===== src/rtl/nfc_seq_pkg.sv =====
// Shared constants, request/state encodings and small helpers for the NAND way sequencer.
package nfc_seq_pkg;

  typedef enum logic [2:0] {
    IDLE,
    SEL_WAY,
    SET_ROW,
    ISSUE_OP,
    ISSUE_STS,
    WAIT_STS,
    RESP
  } seqState_t;

  typedef enum logic [1:0] {
    OP_PROGRAM       = 2'd0,
    OP_CACHE_PROGRAM = 2'd1,
    OP_READ          = 2'd2,
    OP_ERASE         = 2'd3
  } reqOp_t;

  localparam logic [5:0] OPC_SEL_WAY = 6'b100000;
  localparam logic [5:0] OPC_SET_ROW = 6'b100100;
  localparam logic [5:0] OPC_PROGRAM = 6'b000011;
  localparam logic [5:0] OPC_READ    = 6'b000100;
  localparam logic [5:0] OPC_ERASE   = 6'b000110;
  localparam logic [5:0] OPC_STATUS  = 6'b000111;

  localparam logic [4:0] TGT_NONE   = 5'b00000;
  localparam logic [4:0] TGT_CACHE  = 5'b00001;
  localparam logic [4:0] TGT_STATUS = 5'b00100;
  localparam logic [4:0] TGT_ARRAY  = 5'b00101;

  typedef struct packed {
    logic [5:0]  opcode;
    logic [4:0]  targetId;
    logic [31:0] address;
    logic [15:0] length;
  } cmdFields_t;

  typedef struct packed {
    logic [5:0] opcode;
    logic [4:0] targetId;
  } opTarget_t;

  function automatic opTarget_t opCommand(reqOp_t op);
    opTarget_t result;
    case (op)
      OP_PROGRAM:       result = '{opcode: OPC_PROGRAM, targetId: TGT_NONE};
      OP_CACHE_PROGRAM: result = '{opcode: OPC_PROGRAM, targetId: TGT_CACHE};
      OP_READ:          result = '{opcode: OPC_READ,    targetId: TGT_ARRAY};
      default:          result = '{opcode: OPC_ERASE,   targetId: TGT_ARRAY};
    endcase
    return result;
  endfunction

  // Cache program and read finish on RDY; program and erase must wait for ARDY.
  function automatic logic isComplete(reqOp_t op, logic [7:0] status);
    return ((op == OP_CACHE_PROGRAM) || (op == OP_READ)) ? status[6] : status[5];
  endfunction

endpackage


===== src/rtl/nfc_seq_poll_counter.sv =====
// Saturating status-poll counter with a limit-reached flag for the way sequencer.
module nfc_seq_poll_counter #(
  parameter int PollLimit = 1024
) (
  input  logic i_clock,
  input  logic i_reset,
  input  logic i_clear,
  input  logic i_increment,
  output logic o_limitReached
);

  localparam int CountWidth = $clog2(PollLimit + 1);
  localparam logic [CountWidth-1:0] LimitValue = CountWidth'(PollLimit);

  logic [CountWidth-1:0] r_count;

  always_ff @(posedge i_clock) begin
    if (i_reset || i_clear) begin
      r_count <= '0;
    end else if (i_increment && (r_count != LimitValue)) begin
      r_count <= r_count + 1'b1;
    end
  end

  assign o_limitReached = (r_count == LimitValue);

endmodule


===== src/rtl/nfc_way_sequencer.sv =====
// Sequences way select, row set, operation and status polling towards the NAND controller.
// Optional build macro NFC_SEQ_TIMEOUT_EN turns the poll limit into an error response.
module nfc_way_sequencer
  import nfc_seq_pkg::*;
#(
  parameter int          NumberOfWays = 2,
  parameter int          PollLimit    = 1024,
  parameter logic [15:0] StatusLength = 16'h0008
) (
  input  logic        iSystemClock,
  input  logic        iReset,
  input  logic        iReqValid,
  output logic        oReqReady,
  input  logic [1:0]  iReqOp,
  input  logic [7:0]  iReqWay,
  input  logic [23:0] iReqRow,
  output logic        oCMDValid,
  input  logic        iCMDReady,
  output logic [5:0]  oOpcode,
  output logic [4:0]  oTargetID,
  output logic [4:0]  oSourceID,
  output logic [31:0] oAddress,
  output logic [15:0] oLength,
  input  logic [15:0] iReadData,
  input  logic        iReadValid,
  output logic        oReadReady,
  output logic        oRspValid,
  input  logic        iRspReady,
  output logic [7:0]  oRspStatus,
  output logic        oRspError,
  output logic        oBusy
);

`ifdef NFC_SEQ_TIMEOUT_EN
  localparam bit TimeoutEnable = 1'b1;
`else
  localparam bit TimeoutEnable = 1'b0;
`endif

  seqState_t  r_state;
  seqState_t  w_nextState;
  reqOp_t     r_op;
  logic [7:0] r_way;
  logic [23:0] r_row;
  logic [7:0] r_status;
  logic       r_cmdValid;
  logic       r_readReady;
  logic       r_rspValid;
  logic       r_rspError;
  logic [7:0] r_rspStatus;
  cmdFields_t r_cmd;
  cmdFields_t w_cmd;
  opTarget_t  w_opTarget;
  logic       w_accept;
  logic       w_badWay;
  logic       w_readBeat;
  logic       w_complete;
  logic       w_pollInc;
  logic       w_limitReached;
  logic       w_timeout;
  logic       w_unusedReadHigh;

  assign w_accept   = (r_state == IDLE) && iReqValid;
  assign w_badWay   = int'({24'd0, iReqWay}) >= NumberOfWays;
  assign w_readBeat = (r_state == WAIT_STS) && r_readReady && iReadValid;
  assign w_complete = isComplete(r_op, iReadData[7:0]);
  assign w_pollInc  = w_readBeat && !w_complete;
  assign w_timeout  = TimeoutEnable && (r_state == ISSUE_STS) && !r_cmdValid && w_limitReached;
  assign w_opTarget = opCommand(r_op);
  assign w_unusedReadHigh = ^iReadData[15:8];

  nfc_seq_poll_counter #(
    .PollLimit(PollLimit)
  ) u_pollCounter (
    .i_clock       (iSystemClock),
    .i_reset       (iReset),
    .i_clear       (w_accept),
    .i_increment   (w_pollInc),
    .o_limitReached(w_limitReached)
  );

  always_comb begin
    w_cmd       = '0;
    w_nextState = IDLE;
    case (r_state)
      SEL_WAY: begin
        w_cmd.opcode  = OPC_SEL_WAY;
        w_cmd.address = {24'd0, r_way};
        w_nextState   = SET_ROW;
      end
      SET_ROW: begin
        w_cmd.opcode  = OPC_SET_ROW;
        w_cmd.address = {8'd0, r_row};
        w_nextState   = ISSUE_OP;
      end
      ISSUE_OP: begin
        w_cmd.opcode   = w_opTarget.opcode;
        w_cmd.targetId = w_opTarget.targetId;
        w_cmd.address  = {8'd0, r_row};
        w_cmd.length   = StatusLength;
        w_nextState    = ISSUE_STS;
      end
      ISSUE_STS: begin
        w_cmd.opcode   = OPC_STATUS;
        w_cmd.targetId = TGT_STATUS;
        w_cmd.length   = StatusLength;
        w_nextState    = WAIT_STS;
      end
      default: ;
    endcase
  end

  // A command is raised only after ready was seen with valid low, and valid drops for a cycle after each transfer.
  always_ff @(posedge iSystemClock) begin
    if (iReset) begin
      r_state     <= IDLE;
      r_op        <= OP_PROGRAM;
      r_way       <= '0;
      r_row       <= '0;
      r_status    <= '0;
      r_cmdValid  <= 1'b0;
      r_readReady <= 1'b0;
      r_rspValid  <= 1'b0;
      r_rspError  <= 1'b0;
      r_rspStatus <= '0;
      r_cmd       <= '0;
    end else begin
      case (r_state)
        IDLE: begin
          if (w_accept) begin
            r_op        <= reqOp_t'(iReqOp);
            r_way       <= iReqWay;
            r_row       <= iReqRow;
            r_rspError  <= w_badWay;
            r_rspStatus <= '0;
            if (w_badWay) begin
              r_rspValid <= 1'b1;
              r_state    <= RESP;
            end else begin
              r_state <= SEL_WAY;
            end
          end
        end
        SEL_WAY, SET_ROW, ISSUE_OP, ISSUE_STS: begin
          if (w_timeout) begin
            r_rspValid  <= 1'b1;
            r_rspError  <= 1'b1;
            r_rspStatus <= r_status;
            r_state     <= RESP;
          end else if (!r_cmdValid) begin
            if (iCMDReady) begin
              r_cmdValid <= 1'b1;
              r_cmd      <= w_cmd;
            end
          end else if (iCMDReady) begin
            r_cmdValid <= 1'b0;
            r_state    <= w_nextState;
            if (w_nextState == WAIT_STS) begin
              r_readReady <= 1'b1;
            end
          end
        end
        WAIT_STS: begin
          if (w_readBeat) begin
            r_readReady <= 1'b0;
            r_status    <= iReadData[7:0];
            if (w_complete) begin
              r_rspValid  <= 1'b1;
              r_rspError  <= 1'b0;
              r_rspStatus <= iReadData[7:0];
              r_state     <= RESP;
            end else begin
              r_state <= ISSUE_STS;
            end
          end
        end
        RESP: begin
          if (iRspReady) begin
            r_rspValid <= 1'b0;
            r_state    <= IDLE;
          end
        end
        default: r_state <= IDLE;
      endcase
    end
  end

  assign oReqReady  = (r_state == IDLE) && !iReset;
  assign oBusy      = (r_state != IDLE);
  assign oCMDValid  = r_cmdValid;
  assign oOpcode    = r_cmd.opcode;
  assign oTargetID  = r_cmd.targetId;
  assign oSourceID  = '0;
  assign oAddress   = r_cmd.address;
  assign oLength    = r_cmd.length;
  assign oReadReady = r_readReady;
  assign oRspValid  = r_rspValid;
  assign oRspStatus = r_rspStatus;
  assign oRspError  = r_rspError;

endmodule


===== config.mk =====
export PLATFORM = sky130hd
export DESIGN_NAME = nfc_way_sequencer
export DESIGN_NICKNAME = d
export VERILOG_FILES = /design/src/rtl/nfc_seq_pkg.sv /design/src/rtl/nfc_seq_poll_counter.sv /design/src/rtl/nfc_way_sequencer.sv
export SDC_FILE = /design/constraint.sdc
export NUM_CORES = 1
export LEC_CHECK = 0
export CAP_MARGIN = 20
export CORE_MARGIN = 5
export CORE_UTILIZATION = 39
export CTS_CLUSTER_DIAMETER = 60
export DETAILED_ROUTE_END_ITERATION = 16
export HOLD_SLACK_MARGIN = 0.05
export PLACE_DENSITY = 0.75
export SLEW_MARGIN = 20
export SYNTH_ARGS = -nofsm -noshare
export SYNTH_HDL_FRONTEND = slang
export SYNTH_SLANG_ARGS = --single-unit

===== constraint.sdc =====
create_clock -name iSystemClock -period 5.6 [get_ports iSystemClock]
set_clock_uncertainty 0.1 [all_clocks]
set_input_delay 1.12 -clock iSystemClock [delete_from_list [all_inputs] [get_ports iSystemClock]]
set_output_delay 1.12 -clock iSystemClock [all_outputs]
set_load 0.05 [all_outputs]

==> results of run 1 <==
-- routing by layer --
| layer | vias up | global-route usage [%] | wire, um |
|---|---|---|---|
| met5 | - | 0 | 0 |
| met4 | 0 | 4.47 | 117 |
| met3 | 13 | 3.16 | 557 |
| met2 | 104 | 26.1 | 4370 |
| met1 | 1483 | 20.8 | 4030 |
| li1 | 1620 | - | - |
-- path summary, 6_finish.rpt --
| kind | end | startpoint | depth (start not counted) | slack (ns) |
|---|---|---|---|---|
| max | oReqReady | r_state[0]$_SDFFE_PP0P_ | 4 | 1.89 |
| min | oAddress[12]$_SDFFE_PP0P_ | oAddress[12]$_SDFFE_PP0P_ | 2 | 0.35 |
| max reg2reg | oTargetID[0]$_SDFFE_PP0P_ | oCMDValid$_SDFFE_PP0N_ | 5 | 2.89 |
| min reg2reg | oAddress[12]$_SDFFE_PP0P_ | oAddress[12]$_SDFFE_PP0P_ | 2 | 0.35 |
-- cell usage after synthesis (2+ instances only) --
cell type / n
nand2_1: 112
dfxtp_1: 80
a21oi_1: 69
buf_4: 36
clkbuf_1: 19
nand4_1: 17
nor2_1: 14
o21ai_0: 11
buf_2: 10
nand3_1: 9
a22oi_1: 8
inv_1: 7
ha_1: 6
nor3_1: 6
a22o_1: 4
a31oi_1: 3
and3b_1: 3
a211o_1: 2
a211oi_1: 2
a211oi_2: 2
a311oi_1: 2
and2_1: 2
buf_6: 2
nand3b_1: 2
nor2b_1: 2
nor4_1: 2
-- metrics by stage --
stage	std cells	setup slack (ns)	utilization [%]	area (sq um)
4_1_cts	641	1.86	50.5	4620
3_5_place_dp	626	1.66	48.4	4430
6_report	641	1.89	50.5	4620
2_1_floorplan	486	2.22	-	3760
3_3_place_gp	626	1.66	48.4	4430
5_1_grt	641	1.75	50.5	4620
-- power by group through the flow --
| stage | Combinational (uW) | Clock [uW] | Sequential [uW] |
|---|---|---|---|
| floorplan | 554 | 0 | 817 |
| global placement | 794 | 0 | 743 |
| detailed placement | 806 | 0 | 749 |
| CTS | 808 | 439 | 736 |
| global route | 875 | 460 | 752 |
| finish | 802 | 431 | 737 |
-- kinds of logic after synthesis --
kind of cell	count (synthesis)	synth area share [%]
adder cells (fa/ha/maj)	6	2.06
buffers and inverters	75	12.2
flip-flops	80	44.0
multiplexers	1	0.275
AO/OA/AOI/OAI	113	19.0
XOR/XNOR	1	0.241
other	1	0.103
AND/OR/NAND/NOR	177	22.0
-- cell type report --
class | instances | share of cell area (%)
inverters | 8 | 0.649
flip-flops and latches | 80 | 34.6
repair buffers | 96 | 20.5
multi-input cells | 331 | 37.0
well taps | 111 | 3.00
clock inverters | 2 | 0.839
clock buffers | 13 | 3.44
-- worst reg2reg max path, cell delays in order, from the launching register on --
cell	delay, ns
dfxtp_1	0.34
inv_1	0.07
ha_1	0.72
nand3_2	0.72
or3_1	0.56
a21oi_1	0.14
-- flip-flops by register name, indices dropped and copies added, names as in the netlist, 2 cells and up --
signal      count
oTargetID       2
r_op            2
r_way           8
r_state         3
oRspStatus      8
r_row          24
oAddress       24
oOpcode         4
==> flow_summary.toml, run 1 <==
[grt]
grt_max_degree = 81
grtUsageTotal_pct = 15.8
grt_overflow = 0
grt_pass1_wl_um = 14600
antenna_found_initial = 0
grt_pass1_vias = 3027

[routing]
drt_iter0_markers = 120
num_vias = 3220
wl_um = 9080
routedWlPerCell_um = 14.2
dr.pass1.iters = 4
drc_errors = 0
detail-route-antenna-nets = 0
routed_via_density = 5.02

[cells_and_area]
drive_above_1_share_pct = 5.28
syn2layout_area_growth_pct = 27.2
final_cell_mix = "112 x nand2_1, 91 x clkdlybuf4s50_1, 80 x dfxtp_1"
fin_nets = 588
diodes = 0
nFillCells = 927
layout_commonest_cell = "nand2_1"
regArea_sq_um = 1600
multi_input_area_sq_um = 1710

[sta]
slew_headroom_pct = 36.3
finalCriticalPeriod_ns = 3.71
drv_slew = 0
grt_setup_unrepaired = "no"
fin_tns_setup_ns = 0
clock.fmax_mhz = 270
min_period_over_period_pct = 66.2
whs_ns = 0.355
hold_viol = 0
setup_viol = 0
worst-slew-pin-transition_ns = 0.947

[synth]
synth_top_cell_by_area = "dfxtp_1"
synth_area_leaders = "dfxtp_1 44%, nand2_1 12%, a21oi_1 9.5%"
synth.yosys.seq_area_share_pct = 44.0
netlist_area_sq_um = 3640
synth_edf_count = 0
synthArstFlopShare_pct = 0
yosysWarnings = 0
synth_ff_type = "dfxtp_1"
yosysTopAreaCellShare_pct = 44.0
ys_seq_elements = 80
netlist_instances = 454
postSynthAreaPerCell_sq_um = 8.01
synth.distinct_cells = 48

[power_and_ir_drop]
combinationalPowerShare_pct = 40.7
seqPwrFrac_pct = 37.4
p_leak_uw = 0.00166
max-vdd-ir-drop_mv = 0.162
switching_power_uw = 831
pwr-share-clk_pct = 21.9
power_density_nw_per_um2 = 426
report.power.total_uw = 1970
p_int_uw = 1140
p_sw_share_pct = 42.2

[cts]
cts-root-buf = "clkbuf_8"
cts.repair.resized = 0
h-tree-depth = 3
clk_latency_ns = 0.33
cts_hold_buffers = 0
cts.clk_slew.worst_paths_ns = 0.08
clockBufferDepth = 2
cts_num_sinks = 80
cts_tree = "done"
cts_setup_buffers = 0
numCtsBuffers = 9

[worst_setup_path]
cp.arrival_ns = 2.49
timing.critical_path.buf_inv = 2
cpMaxStageDelayCell = "clkdlybuf4s50_1"
cp-end-kind = "output pin"
crit_type = "reg2out"
crit_family = "buffers and inverters"
required_ns = 4.38
slowest_delay_ns = 0.85
cp_max_fo = 24
startpoint_type = "flip-flop"
crit_chain = "nor3_1, inv_2, nor2_1, clkdlybuf4s50_1"

[die]
die_y_um = 107
die_area_sq_um = 11400
start_util_pct = 39.7
die_w_um = 107
coreArea_sq_um = 9150
rows = 35
io-pin-count = 134

[placed_design]
portBuffers = 92
place.detailed.hpwl_um = 6290
gp_congestion = 0.767

[hold_path]
worstHoldPathType = "reg2reg"

[flow_run]
max_cap_violations = 0

[outcome]
status = "complete, no violations"
(Power assumes the default switching activity.)
==> inputs of run 2 (changes only) <==
--- a/config.mk
+++ b/config.mk
@@ -11,7 +11,7 @@
 export CTS_CLUSTER_DIAMETER = 60
 export DETAILED_ROUTE_END_ITERATION = 16
 export HOLD_SLACK_MARGIN = 0.05
-export PLACE_DENSITY = 0.75
+export PLACE_DENSITY = 0.77
 export SLEW_MARGIN = 20
 export SYNTH_ARGS = -nofsm -noshare
 export SYNTH_HDL_FRONTEND = slang
==> constraint.sdc (replaced) <==
create_clock -name iSystemClock -period 3.3 [get_ports iSystemClock]
set_clock_uncertainty 0.1 [all_clocks]
set_input_delay 0.66 -clock iSystemClock [delete_from_list [all_inputs] [get_ports iSystemClock]]
set_output_delay 0.66 -clock iSystemClock [all_outputs]
set_load 0.05 [all_outputs]
==> flow_summary.toml, run 2 (same netlist as run 1, synthesis figures left out) <==
[sta]
grt_setup_unrepaired = "no"
clock.fmax_mhz = 383
worst-slew-pin-transition_ns = 0.807
min_period_over_period_pct = 79.0
finalCriticalPeriod_ns = 2.61
slew_headroom_pct = 46.2
fin_tns_setup_ns = 0
drv_slew = 0
setup_viol = 0
hold_viol = 0

[routing]
routedWlPerCell_um = 14.4
num_vias = 3307
wl_um = 9310
detail-route-antenna-nets = 0
dr.pass1.iters = 4
drt_iter0_markers = 196
drc_errors = 0
routed_via_density = 5.12

[worst_setup_path]
r2r_slack_ns = 1.17
cp-startpoint = "r_state[2]$_SDFFE_PP0P_"
slowest_delay_ns = 0.48
cpMaxStageDelayCell = "dfxtp_1"
timing.critical_path.buf_inv = 2
cp_max_fo = 18
critical_path_depth = 4
r2r-start = "r_state[1]$_SDFFE_PP0P_"
crit_chain = "nor3_1, inv_2, nor2_1, buf_4"
startpoint_type = "flip-flop"
cp.arrival_ns = 1.85
crit_type = "reg2out"
reg2reg_depth = 6
required_ns = 2.54
r2r-end = "oAddress[3]$_SDFFE_PP0P_"
crit_family = "simple AND/OR/NAND/NOR gates"
cp-end-kind = "output pin"
crit_end = "oReqReady"

[power_and_ir_drop]
power_density_nw_per_um2 = 717
p_sw_share_pct = 43.7
combinationalPowerShare_pct = 42.8
p_int_uw = 1880
seqPwrFrac_pct = 37.1
p_leak_uw = 0.00168
max-vdd-ir-drop_mv = 0.318
pwr-share-clk_pct = 20.0
switching_power_uw = 1460
report.power.total_uw = 3330

[die]
coreArea_sq_um = 9150
die_area_sq_um = 11400
start_util_pct = 39.7
die_w_um = 107
die_y_um = 107
rows = 35
io-pin-count = 134

[cells_and_area]
syn2layout_area_growth_pct = 27.9
final_cell_mix = "112 x nand2_1, 89 x clkdlybuf4s50_1, 80 x dfxtp_1"
layout_commonest_cell = "nand2_1"
regArea_sq_um = 1600
nFillCells = 879
fin_nets = 592
diodes = 0
multi_input_area_sq_um = 1710
drive_above_1_share_pct = 6.92

[cts]
clk_latency_ns = 0.35
cts_tree = "done"
cts_setup_buffers = 0
h-tree-depth = 3
cts_num_sinks = 80
cts.repair.resized = 0
numCtsBuffers = 9
cts_hold_buffers = 0
clockBufferDepth = 2
cts-root-buf = "clkbuf_8"
cts.clk_slew.worst_paths_ns = 0.08

[hold_path]
worstHoldPathType = "reg2reg"

[grt]
grt_overflow = 0
grtUsageTotal_pct = 16.3
grt_max_degree = 81
grt_pass1_wl_um = 14900
antenna_found_initial = 0
grt_pass1_vias = 3062

[placed_design]
place.detailed.hpwl_um = 6510
portBuffers = 92
gp_congestion = 0.780

[flow_run]
max_cap_violations = 0

[outcome]
status = "complete, no violations"
[run 2: worst min path at each step]
stage | start | endpoint | slack [ns] | cells past startpoint
floorplan | r_row[4]$_SDFFE_PP0P_ | r_row[4]$_SDFFE_PP0P_ | 0.34 | 2
global placement | oRspStatus[6]$_SDFFE_PP0P_ | oRspStatus[6]$_SDFFE_PP0P_ | 0.34 | 2
detailed placement | oAddress[10]$_SDFFE_PP0P_ | oAddress[10]$_SDFFE_PP0P_ | 0.35 | 2
CTS | oAddress[10]$_SDFFE_PP0P_ | oAddress[10]$_SDFFE_PP0P_ | 0.36 | 2
global route | r_row[22]$_SDFFE_PP0P_ | r_row[22]$_SDFFE_PP0P_ | 0.38 | 2
finish | oAddress[10]$_SDFFE_PP0P_ | oAddress[10]$_SDFFE_PP0P_ | 0.35 | 2
[run 2: metal layers]
metal	track usage, %	part of all wire, %	vias up
met5	0	0	-
met4	7.03	2.1	0
met1	21.0	43	1525
met2	26.4	49	128
li1	-	-	1636
met3	3.40	6.3	18
[run 2: worst reg2reg max path: stages, from the launching register on]
cell,delay [ns]
dfxtp_1,0.39
buf_4,0.30
o21ai_1,0.36
nand3_2,0.28
buf_4,0.30
a22oi_1,0.21
nor2_1,0.06
[run 2: layout make-up]
cell class	count	area share [%]
Clock buffer	10	2.96
Tap cell	111	2.99
Sequential cell	80	34.4
Timing Repair Buffer	100	21.1
Multi-Input combinational cell	331	36.8
Inverter	8	0.646
Clock inverter	6	1.08
[run 2: power groups by stage]
stage               Sequential (uW)  Clock [uW]  Combinational (uW)
finish                         1240         667                1430
floorplan                      1390           0                 940
global route                   1260         735                1560
global placement               1250           0                1400
CTS                            1240         688                1430
detailed placement             1260           0                1430
[run 2: through the flow]
stage               hold WS (ns)  cell area, sq um  util, %  setup WS (ns)  instances
floorplan                  0.336              3760        -          0.837        486
global placement           0.340              4460     48.8          0.624        630
detailed placement         0.347              4460     48.8          0.580        630
CTS                        0.356              4650     50.8          0.699        646
global route               0.378              4650     50.8          0.590        646
finish                     0.352              4650     50.8          0.692        646
